--- config.mk ---
export PLATFORM = sky130hd
export DESIGN_NAME = hazard_ctrl_flat
export DESIGN_NICKNAME = d
export VERILOG_FILES = /design/src/rtl/hazard_if.sv /design/src/rtl/hazard_ctrl.sv /design/src/flat_wrapper.sv
export SDC_FILE = /design/constraint.sdc
export NUM_CORES = 1
export LEC_CHECK = 0
export ABC_AREA = 1
export BUFFER_PORTS_ARGS = -buffer_cell sky130_fd_sc_hd__clkbuf_2
export CORE_MARGIN = 5
export CORE_UTILIZATION = 40
export CTS_CLUSTER_SIZE = 30
export DETAILED_ROUTE_END_ITERATION = 8
export GPL_TIMING_DRIVEN = 1
export PLACE_DENSITY = 0.67
export SYNTH_ARGS = -nofsm -noshare
export SYNTH_HDL_FRONTEND = slang
export SYNTH_SLANG_ARGS = --single-unit
--- constraint.sdc ---
create_clock -name clk -period 2.1 [get_ports clk]
set_input_delay 0.42 -clock clk [delete_from_list [all_inputs] [get_ports clk]]
set_output_delay 0.42 -clock clk [all_outputs]
set_load 0.01 [all_outputs]
--- src/rtl/hazard_if.sv ---
// Hazard controller bus: pipeline register addresses and status in, stall/flush/forward controls out.
// The master side is the pipeline; the slave side is hazard_ctrl.
interface hazard_if #(
   parameter int REG_AW    = 5,
   parameter int CNT_WIDTH = 32
);
   logic [REG_AW-1:0]    Rs1D;
   logic [REG_AW-1:0]    Rs2D;
   logic [REG_AW-1:0]    Rs1E;
   logic [REG_AW-1:0]    Rs2E;
   logic [REG_AW-1:0]    RdE;
   logic [REG_AW-1:0]    RdM;
   logic [REG_AW-1:0]    RdW;
   logic                 ResultSrcE0;
   logic                 RegWriteM;
   logic                 RegWriteW;
   logic                 PCSrcE;
   logic                 MemReqM;
   logic                 MemReadyM;
   logic                 PerfClr;
   logic                 StallF;
   logic                 StallD;
   logic                 StallE;
   logic                 StallM;
   logic                 FlushD;
   logic                 FlushE;
   logic                 FlushW;
   logic [1:0]           ForwardAE;
   logic [1:0]           ForwardBE;
   logic                 MemTimeout;
   logic [CNT_WIDTH-1:0] StallCount;

   modport master (
      output Rs1D, Rs2D, Rs1E, Rs2E, RdE, RdM, RdW,
      output ResultSrcE0, RegWriteM, RegWriteW, PCSrcE, MemReqM, MemReadyM, PerfClr,
      input  StallF, StallD, StallE, StallM, FlushD, FlushE, FlushW,
      input  ForwardAE, ForwardBE, MemTimeout, StallCount
   );

   modport slave (
      input  Rs1D, Rs2D, Rs1E, Rs2E, RdE, RdM, RdW,
      input  ResultSrcE0, RegWriteM, RegWriteW, PCSrcE, MemReqM, MemReadyM, PerfClr,
      output StallF, StallD, StallE, StallM, FlushD, FlushE, FlushW,
      output ForwardAE, ForwardBE, MemTimeout, StallCount
   );
endinterface

--- src/rtl/hazard_ctrl.sv ---
// Hazard and stall controller for the 5-stage pipeline: forwarding, load-use stall, branch flush,
// data-memory wait freeze with timeout, and a saturating stall-cycle counter.
module hazard_ctrl #(
   parameter int REG_AW    = 5,
   parameter int TIMEOUT   = 256,
   parameter int CNT_WIDTH = 32
) (
   input  logic    clk,
   input  logic    rst_n,
   hazard_if.slave hz
);
   localparam int WCW = (TIMEOUT > 2) ? $clog2(TIMEOUT) : 1;
   localparam logic [WCW-1:0]    WAIT_LAST = WCW'(TIMEOUT - 1);
   localparam logic [REG_AW-1:0] REG_X0    = {REG_AW{1'b0}};
   localparam logic [0:0]        MEM_IDLE  = 1'b0;
   localparam logic [0:0]        MEM_WAIT  = 1'b1;

   logic [0:0]           state_q, state_d;
   logic [WCW-1:0]       waitcnt_q, waitcnt_d;
   logic                 timeout_q, timeout_d;
   logic [CNT_WIDTH-1:0] count_q, count_d;

   logic       mem_stall_s;
   logic       lw_stall_s;
   logic [3:0] stall_s;
   logic [2:0] flush_s;
   logic [1:0] fwd_a_s, fwd_b_s;

   // x0 is hardwired zero, so a write to it is never a forwarding source.
   function automatic logic [1:0] fwd_sel(
      input logic [REG_AW-1:0] rs,
      input logic              wr_m,
      input logic [REG_AW-1:0] rd_m,
      input logic              wr_w,
      input logic [REG_AW-1:0] rd_w
   );
      logic [1:0] sel;
      if (wr_m && (rd_m != REG_X0) && (rd_m == rs)) begin
         sel = 2'b10;
      end else if (wr_w && (rd_w != REG_X0) && (rd_w == rs)) begin
         sel = 2'b01;
      end else begin
         sel = 2'b00;
      end
      return sel;
   endfunction

   // Memory-wait FSM; a request dropped mid-wait is treated as completion.
   always_comb begin
      state_d     = state_q;
      waitcnt_d   = waitcnt_q;
      timeout_d   = timeout_q;
      mem_stall_s = 1'b0;
      case (state_q)
         MEM_IDLE: begin
            if (hz.MemReqM && !hz.MemReadyM) begin
               mem_stall_s = 1'b1;
               state_d     = MEM_WAIT;
               waitcnt_d   = WCW'(1);
            end else begin
               state_d = MEM_IDLE;
            end
         end
         MEM_WAIT: begin
            if (!hz.MemReqM || hz.MemReadyM) begin
               state_d   = MEM_IDLE;
               waitcnt_d = {WCW{1'b0}};
            end else if (waitcnt_q == WAIT_LAST) begin
               state_d   = MEM_IDLE;
               waitcnt_d = {WCW{1'b0}};
               timeout_d = 1'b1;
            end else begin
               mem_stall_s = 1'b1;
               waitcnt_d   = waitcnt_q + WCW'(1);
            end
         end
         default: begin
            state_d   = MEM_IDLE;
            waitcnt_d = {WCW{1'b0}};
         end
      endcase
   end

   // Load-use detection against the instruction currently in D.
   always_comb begin
      lw_stall_s = 1'b0;
      if (hz.ResultSrcE0 && (hz.RdE != REG_X0) &&
          ((hz.RdE == hz.Rs1D) || (hz.RdE == hz.Rs2D))) begin
         lw_stall_s = 1'b1;
      end else begin
         lw_stall_s = 1'b0;
      end
   end

   // Stall/flush priority; while in reset, bubbles are pushed into the un-reset pipe registers.
   always_comb begin
      stall_s = 4'b0000;
      flush_s = 3'b000;
      fwd_a_s = 2'b00;
      fwd_b_s = 2'b00;
      if (!rst_n) begin
         flush_s = 3'b111;
      end else begin
         fwd_a_s = fwd_sel(hz.Rs1E, hz.RegWriteM, hz.RdM, hz.RegWriteW, hz.RdW);
         fwd_b_s = fwd_sel(hz.Rs2E, hz.RegWriteM, hz.RdM, hz.RegWriteW, hz.RdW);
         if (mem_stall_s) begin
            stall_s = 4'b1111;
            flush_s = 3'b001;
         end else if (hz.PCSrcE) begin
            flush_s = 3'b110;
         end else if (lw_stall_s) begin
            stall_s = 4'b1100;
            flush_s = 3'b010;
         end else begin
            stall_s = 4'b0000;
            flush_s = 3'b000;
         end
      end
   end

   // Stall-cycle counter: clear wins over increment, saturates at all-ones.
   always_comb begin
      count_d = count_q;
      if (hz.PerfClr) begin
         count_d = {CNT_WIDTH{1'b0}};
      end else if (stall_s[3] && (count_q != {CNT_WIDTH{1'b1}})) begin
         count_d = count_q + CNT_WIDTH'(1);
      end else begin
         count_d = count_q;
      end
   end

   // State registers.
   always_ff @(posedge clk or negedge rst_n) begin
      if (!rst_n) begin
         state_q   <= MEM_IDLE;
         waitcnt_q <= {WCW{1'b0}};
         timeout_q <= 1'b0;
         count_q   <= {CNT_WIDTH{1'b0}};
      end else begin
         state_q   <= state_d;
         waitcnt_q <= waitcnt_d;
         timeout_q <= timeout_d;
         count_q   <= count_d;
      end
   end

   assign hz.StallF     = stall_s[3];
   assign hz.StallD     = stall_s[2];
   assign hz.StallE     = stall_s[1];
   assign hz.StallM     = stall_s[0];
   assign hz.FlushD     = flush_s[2];
   assign hz.FlushE     = flush_s[1];
   assign hz.FlushW     = flush_s[0];
   assign hz.ForwardAE  = fwd_a_s;
   assign hz.ForwardBE  = fwd_b_s;
   assign hz.MemTimeout = timeout_q;
   assign hz.StallCount = count_q;
endmodule

--- src/flat_wrapper.sv ---
// flat-port wrapper written by rule: the top's interface ports become plain ports
module hazard_ctrl_flat 
#(
   parameter int REG_AW    = 5,
   parameter int TIMEOUT   = 256,
   parameter int CNT_WIDTH = 32
)
  (clk, rst_n, hz_Rs1D, hz_Rs2D, hz_Rs1E, hz_Rs2E, hz_RdE, hz_RdM, hz_RdW, hz_ResultSrcE0, hz_RegWriteM, hz_RegWriteW, hz_PCSrcE, hz_MemReqM, hz_MemReadyM, hz_PerfClr, hz_StallF, hz_StallD, hz_StallE, hz_StallM, hz_FlushD, hz_FlushE, hz_FlushW, hz_ForwardAE, hz_ForwardBE, hz_MemTimeout, hz_StallCount);
  hazard_if #(.REG_AW(REG_AW), .CNT_WIDTH(CNT_WIDTH)) hz_i ();
  input  logic clk;
  input  logic rst_n;
  input wire logic [$bits(hz_i.Rs1D)-1:0] hz_Rs1D;
  input wire logic [$bits(hz_i.Rs2D)-1:0] hz_Rs2D;
  input wire logic [$bits(hz_i.Rs1E)-1:0] hz_Rs1E;
  input wire logic [$bits(hz_i.Rs2E)-1:0] hz_Rs2E;
  input wire logic [$bits(hz_i.RdE)-1:0] hz_RdE;
  input wire logic [$bits(hz_i.RdM)-1:0] hz_RdM;
  input wire logic [$bits(hz_i.RdW)-1:0] hz_RdW;
  input wire logic [$bits(hz_i.ResultSrcE0)-1:0] hz_ResultSrcE0;
  input wire logic [$bits(hz_i.RegWriteM)-1:0] hz_RegWriteM;
  input wire logic [$bits(hz_i.RegWriteW)-1:0] hz_RegWriteW;
  input wire logic [$bits(hz_i.PCSrcE)-1:0] hz_PCSrcE;
  input wire logic [$bits(hz_i.MemReqM)-1:0] hz_MemReqM;
  input wire logic [$bits(hz_i.MemReadyM)-1:0] hz_MemReadyM;
  input wire logic [$bits(hz_i.PerfClr)-1:0] hz_PerfClr;
  output wire logic [$bits(hz_i.StallF)-1:0] hz_StallF;
  output wire logic [$bits(hz_i.StallD)-1:0] hz_StallD;
  output wire logic [$bits(hz_i.StallE)-1:0] hz_StallE;
  output wire logic [$bits(hz_i.StallM)-1:0] hz_StallM;
  output wire logic [$bits(hz_i.FlushD)-1:0] hz_FlushD;
  output wire logic [$bits(hz_i.FlushE)-1:0] hz_FlushE;
  output wire logic [$bits(hz_i.FlushW)-1:0] hz_FlushW;
  output wire logic [$bits(hz_i.ForwardAE)-1:0] hz_ForwardAE;
  output wire logic [$bits(hz_i.ForwardBE)-1:0] hz_ForwardBE;
  output wire logic [$bits(hz_i.MemTimeout)-1:0] hz_MemTimeout;
  output wire logic [$bits(hz_i.StallCount)-1:0] hz_StallCount;
  assign hz_i.Rs1D = hz_Rs1D;
  assign hz_i.Rs2D = hz_Rs2D;
  assign hz_i.Rs1E = hz_Rs1E;
  assign hz_i.Rs2E = hz_Rs2E;
  assign hz_i.RdE = hz_RdE;
  assign hz_i.RdM = hz_RdM;
  assign hz_i.RdW = hz_RdW;
  assign hz_i.ResultSrcE0 = hz_ResultSrcE0;
  assign hz_i.RegWriteM = hz_RegWriteM;
  assign hz_i.RegWriteW = hz_RegWriteW;
  assign hz_i.PCSrcE = hz_PCSrcE;
  assign hz_i.MemReqM = hz_MemReqM;
  assign hz_i.MemReadyM = hz_MemReadyM;
  assign hz_i.PerfClr = hz_PerfClr;
  assign hz_StallF = hz_i.StallF;
  assign hz_StallD = hz_i.StallD;
  assign hz_StallE = hz_i.StallE;
  assign hz_StallM = hz_i.StallM;
  assign hz_FlushD = hz_i.FlushD;
  assign hz_FlushE = hz_i.FlushE;
  assign hz_FlushW = hz_i.FlushW;
  assign hz_ForwardAE = hz_i.ForwardAE;
  assign hz_ForwardBE = hz_i.ForwardBE;
  assign hz_MemTimeout = hz_i.MemTimeout;
  assign hz_StallCount = hz_i.StallCount;
  hazard_ctrl #(.REG_AW(REG_AW), .TIMEOUT(TIMEOUT), .CNT_WIDTH(CNT_WIDTH)) u_core (.clk(clk), .rst_n(rst_n), .hz(hz_i));
endmodule
* Word level (Yosys, flattened, before mapping)
Cells that the tools add are included.
** Storage, ports and cells
- Register bits after elaboration :: 42
- Bits in latches :: 0
- RAM bits :: 0
- ROM bits :: 0
- Output and inout port bits :: 44
- Word-level logic and storage cells :: 61
- Memories :: 0
** Operators by class
- Add/subtract/negate cells :: 2
- Multipliers :: 0
- Div/mod/pow operators :: 0
- Order comparisons :: 0
- Equal/unequal tests :: 9
- Shift operators :: 0
- Muxes and demuxes :: 25
- Bitwise gates (word level) :: 2
- Reductions and logical operators :: 19
** Operators with widths (count)
- two-way mux 32 bit :: 2
- adder 32 x 1 -> 32 bit (second input constant) :: 1
- != test 32 bit (second input constant) :: 1
- == test 5 bit :: 6
- two-way mux 8 bit :: 3
- two-way mux 4 bit :: 4
- one-hot mux 8 bit (2 select lines) :: 1
- nonzero test 5 bit :: 3
- logical AND 1 bit :: 10
- two-way mux 2 bit :: 5
- two-way mux 3 bit :: 3
- adder 8 x 1 -> 8 bit (second input constant) :: 1
- == test 8 bit (second input constant) :: 1
- two-way mux 1 bit :: 6
- AND reduction 3 bit :: 1
- logical NOT 1 bit :: 2
- logical OR 1 bit :: 2
- != test 2 x 1 -> 1 bit (second input constant) :: 1
- inverter 1 bit :: 2
- one-hot mux 1 bit (2 select lines) :: 1
- nonzero test 2 bit :: 1

* Logic depth before layout (Yosys ltp)
- Depth in word-level cells :: 11
- Mapped depth :: 12
- Mapped depth without buffers :: 11

* Least setup slack after synthesis
Ideal clock, no wire load.
- Path type :: register to output
- From :: register u_core.waitcnt_q[0]
- To :: output hz_StallF
- Arrival :: 1.694 ns
- Required time :: 1.680 ns
- Path slack :: -0.014 ns
- Cell stages (with the launch flop) :: 11
- Path buffers :: 2
- Path through :: dfrtp_1 ha_1 nand3_1 inv_1 nand3_1 nand2_1 nor2_2 inv_2 nand2_2 buf_2 buf_4
** On the way
- Longest elaborated chain between the ends :: 6
** Ends and longest elaborated chain
- start, declared :: RTL line hazard_ctrl.sv:19 : logic [WCW-1:0] waitcnt_q, waitcnt_d;
- start signal, assigned :: RTL line hazard_ctrl.sv:137 : waitcnt_q <= {WCW{1'b0}};
- start signal, assigned :: RTL line hazard_ctrl.sv:142 : waitcnt_q <= waitcnt_d;
- == test 8 bit :: RTL line hazard_ctrl.sv:68 : end else if (waitcnt_q == WAIT_LAST) begin
- two-way mux 1 bit :: RTL line hazard_ctrl.sv:68
- two-way mux 1 bit :: RTL line hazard_ctrl.sv:65 : if (!hz.MemReqM || hz.MemReadyM) begin
- one-hot mux 1 bit (2 select lines) :: RTL line hazard_ctrl.sv:54 : case (state_q)
- two-way mux 4 bit :: RTL line hazard_ctrl.sv:106 : if (mem_stall_s) begin
- two-way mux 4 bit :: RTL line hazard_ctrl.sv:101 : if (!rst_n) begin
- end, declared :: RTL line flat_wrapper.sv:26 : output wire logic [$bits(hz_i.StallF)-1:0] hz_StallF;
No other way between the ends.

* Final worst setup path
- From :: register u_core.waitcnt_q[5]
- To :: output hz_FlushE
** On the way
- Longest elaborated chain between the ends :: 6
** Ends and longest elaborated chain
- == test 8 bit :: RTL line hazard_ctrl.sv:68
- two-way mux 1 bit :: RTL line hazard_ctrl.sv:68
- two-way mux 1 bit :: RTL line hazard_ctrl.sv:65
- one-hot mux 1 bit (2 select lines) :: RTL line hazard_ctrl.sv:54
- two-way mux 3 bit :: RTL line hazard_ctrl.sv:106
- two-way mux 3 bit :: RTL line hazard_ctrl.sv:101
- end, declared :: RTL line flat_wrapper.sv:31 : output wire logic [$bits(hz_i.FlushE)-1:0] hz_FlushE;
No other way between the ends.

==> impl_summary.txt <==
----------------------------------------------------
[Worst setup path]
  WP data arrival ... about 1.6 ns
  Reg-to-reg critical path startpoint ... u_core.hz.StallCount[0]
  CP startpoint kind ... flip-flop
  Worst reg2reg path depth ... 9
  Standard cell with the maximum stage delay on the critical path ... sky130_fd_sc_hd__dfrtp_1
  R2r endpoint ... u_core.hz.StallCount[16]
  Count of buffering cells on the critical path with inverters included ... 3
  Maximum fanout encountered on the critical timing path ... 4
  CP peak stage delay ... approximately 0.4 ns
  Family with the most delay on the worst path ... simple AND/OR/NAND/NOR gates
  Critical Setup Path Class ... flip-flop to output port
  Ordered cell list for the critical path ... inv_2 -> nor3_4 -> nand3_2 -> nand2_2 -> nor2_4 -> buf_6 -> a21oi_2 -> buf_2
  Total stage count of the critical path ... 8
  Worst path required time ... 1.68 ns
  Endpoint kind of the worst setup timing path ... output port
  Flop-to-flop setup slack ... 0.15 ns

[Placement]
  RePlAce Congestion ... 0.901
  Pre-CTS worst setup slack ... 0.0735 ns
  Post-DP HPWL ... around 7.5 mm
  Port bufs ... 87
  Placed Area ... 0.00395 sq mm

[Hold path]
  Type of the tightest min-delay check ... primary input to asynchronous set/reset pin

[Timing]
  Share of the clock period used by the worst path after layout ... a little over nine tenths
  Final Setup Violations ... 0
  Final Worst Setup Slack ... 0.0569 ns
  Max Slew Vio Count ... 0
  Achievable frequency ... 489 MHz
  Clk_skew ... between 0.01 and 0.015 ns
  Count of final hold-check violations ... 0
  Unrepaired setup endpoints after global routing ... true
  Worst hold margin ... roughly 0.23 ns
  Worst max-slew margin expressed relative to the limit ... between 60 and 70%
  Worst Tran Pin Value ... approximately 0.54 ns
  Final min period ... 2.04 ns

[Cells and area]
  Area grow syn2layout ... 22.9%
  Final cell area excluding filler cells ... 0.00421 sq mm
  Filler instances ... 848
  Area occupied by multi-input gates ... approximately 0.0021 sq mm
  Share of final-layout standard cells stronger than drive strength 1 ... 21.8%
  Ant diodes ... 0
  Reg area ... 0.00105 sq mm
  Net total in the final layout ... 673

[Synthesis]
  Syn. warnings ... 0
  Count of state elements after synthesis ... 42
  Share of the synthesized area in the top cell type ... 30.7%
  Library cells used by synthesis ... 34
  Largest area contributor in the synthesized netlist ... sky130_fd_sc_hd__dfrtp_1
  Synthesized instance count ... between 500 and 600
  Part of the Yosys area used for sequential elements ... 30.7%
  Syn Nets ... 579
  Post-synthesis average cell area ... 6.43 sq um
  Async set-reset flop share out of synthesis ... 100%
  Synth top cells by count ... sky130_fd_sc_hd__nand2_1 (160), sky130_fd_sc_hd__nor2_1 (77), sky130_fd_sc_hd__inv_1 (64)
  Count of flip-flops with a built-in enable after synthesis ... 0
  Total standard cell area after synthesis ... between 0.003 and 0.004 sq mm
  Most numerous cell in the Yosys netlist ... sky130_fd_sc_hd__nand2_1
  Top area cells in the synthesized netlist ... sky130_fd_sc_hd__dfrtp_1 (31%), sky130_fd_sc_hd__nand2_1 (18%), sky130_fd_sc_hd__nand3_1 (8.8%), sky130_fd_sc_hd__nor2_1 (8.4%), sky130_fd_sc_hd__inv_1 (7.0%)
  Top FF cell, synth ... sky130_fd_sc_hd__dfrtp_1

[Floorplanning]
  Horiz. Die Dim ... 103 um
  Y dimension of the die ... approximately 100 um
  I/O pin total ... 88
  Effective utilization at floorplan ... 41.3%
  Core region area ... a little over 0.008 sq mm
  Row Count ... 33
  Area of the die ... 0.0105 sq mm

[Clock network]
  Worst-Skew Late Latency ... 0.30 ns
  Number of buffers added by the clock tree synthesis step ... 5
  CTS HTree Levels ... 2
  Clock-pin slew of the registers on the worst-case setup and hold paths ... 0.09 ns
  Root Buffer ... sky130_fd_sc_hd__clkbuf_8
  Num Clock Sinks ... between 40 and 50
  Max clock buf depth ... 2
  CTS tree ... yes

[Global routing]
  Number of antenna violations at the first check in global routing ... 0
  Via count of the first global-routing pass ... between 3000 and 4000
  Total GRT Usage ... 19.3%
  Wire length of the first global-routing pass ... 16.3 mm
  Grt total ovfl ... 0
  Maximum number of pins on one net before global-route repair ... 43

[Run status]
  Status ... completed

[Drt]
  Total vias in the final route ... 3645
  Post-route DRC ... 0
  Antenna-violating nets left ... 0
  Sum of routed wire length over all layers ... around 9.7 mm
  Wire length per cell after detailed routing ... 13.2 um
  Iteration count of the initial detailed-routing pass ... 5
  Vias/cell ... approximately 5.0
  Number of violations reported at the end of detailed-routing iteration 0 ... 183

[Job]
  Max_cap viols ... 0

[Pwr]
  Power density cells ... 415 mW/mm^2
  Leakage power ... 2.26 nW
  Total power of the final layout ... 0.00175 W
  Maximum vdd ir drop ... between 0.2 and 0.3 mV

----------------------------------------------------
==> timing repair <==
action,in CTS,in global routing
setup buffers,5,6
resized for setup,8,9
pin swaps,2,6
hold buffers,0,0
setup endpoints to repair,6,36
==> flip-flops by register name, summed over array words and instances (netlist names) <==
signal / flops
u_core.state_q: 1
u_core.hz.MemTimeout: 1
u_core.waitcnt_q: 8
u_core.hz.StallCount: 32
==> cells by family after synthesis <==
| family | synth area share (%) |
|---|---|
| flip-flops | 30.7 |
| AND/OR/NAND/NOR | 44.5 |
| XOR/XNOR | 10.7 |
| buffers and inverters | 10.5 |
| adder cells (fa/ha/maj) | 0.731 |
| AO/OA/AOI/OAI | 2.81 |
==> per-layer routing <==
metal | part of all wire [%] | wire length, um | GRT usage [%]
met1 | 44 | 4310 | 25.3
met2 | 50 | 4840 | 33.1
met3 | 3.8 | 373 | 2.50
met4 | 1.8 | 178 | 5.85
met5 | 0 | 0 | 0
==> cell usage in the layout (no fill, tap or decap), types with 3 or more instances in the layout <==
master                     count
sky130_fd_sc_hd__nand2_1     158
sky130_fd_sc_hd__clkbuf_2     85
sky130_fd_sc_hd__nor2_1       77
sky130_fd_sc_hd__inv_1        63
sky130_fd_sc_hd__nand3_1      58
sky130_fd_sc_hd__dfrtp_1      42
sky130_fd_sc_hd__xor2_1       27
sky130_fd_sc_hd__nand4_1      25
sky130_fd_sc_hd__buf_4        16
sky130_fd_sc_hd__xnor2_1      15
sky130_fd_sc_hd__o21ai_0       6
sky130_fd_sc_hd__inv_2         5
sky130_fd_sc_hd__clkbuf_8      5
sky130_fd_sc_hd__nor4_1        4
sky130_fd_sc_hd__or2_2         3
sky130_fd_sc_hd__nor2_2        3
sky130_fd_sc_hd__nor3_1        3
sky130_fd_sc_hd__o22ai_1       3
==> through the flow <==
| stage | utilization, % | TNS (ns) | cells |
|---|---|---|---|
| after floorplan | - | 0 | 533 |
| after global placement | 47.5 | 0 | 714 |
| after detailed placement | 47.5 | 0 | 714 |
| after CTS | 49.7 | 0 | 727 |
| after global routing | 50.7 | -0.0495 | 733 |
| final | 50.7 | 0 | 733 |
==> how the worst max path moves through the flow <==
stage	from	to	slack, ns
floorplan	u_core.waitcnt_q[0]	hz_StallF	0.04
global placement	u_core.waitcnt_q[0]	hz_StallF	0.12
detailed placement	u_core.waitcnt_q[0]	u_core.hz.StallCount[2]	0.07
CTS	u_core.waitcnt_q[1]	hz_FlushE	0.003
global route	u_core.waitcnt_q[7]	hz_FlushE	-0.03
finish	u_core.waitcnt_q[5]	hz_FlushE	0.06
==> power by group <==
group | total (W) | switching [W] | leakage (nW) | internal (W)
logic | 0.000273 | 0.000162 | 1.63 | 0.000111
registers | 0.000827 | 0.0000101 | 0.581 | 0.000817
clock network | 0.000646 | 0.000291 | 0.0514 | 0.000355
total | 0.00175 | 0.000463 | 2.26 | 0.00128
==> layout make-up <==
type,count,area share [%]
Multi-Input combinational cell,405,49.5
Clock buffer,6,1.72
Clock inverter,2,0.892
Tap cell,105,3.12
Timing Repair Buffer,105,13.7
Inverter,68,6.06
Sequential cell,42,25.0
Power figures use the tool's default switching activity.
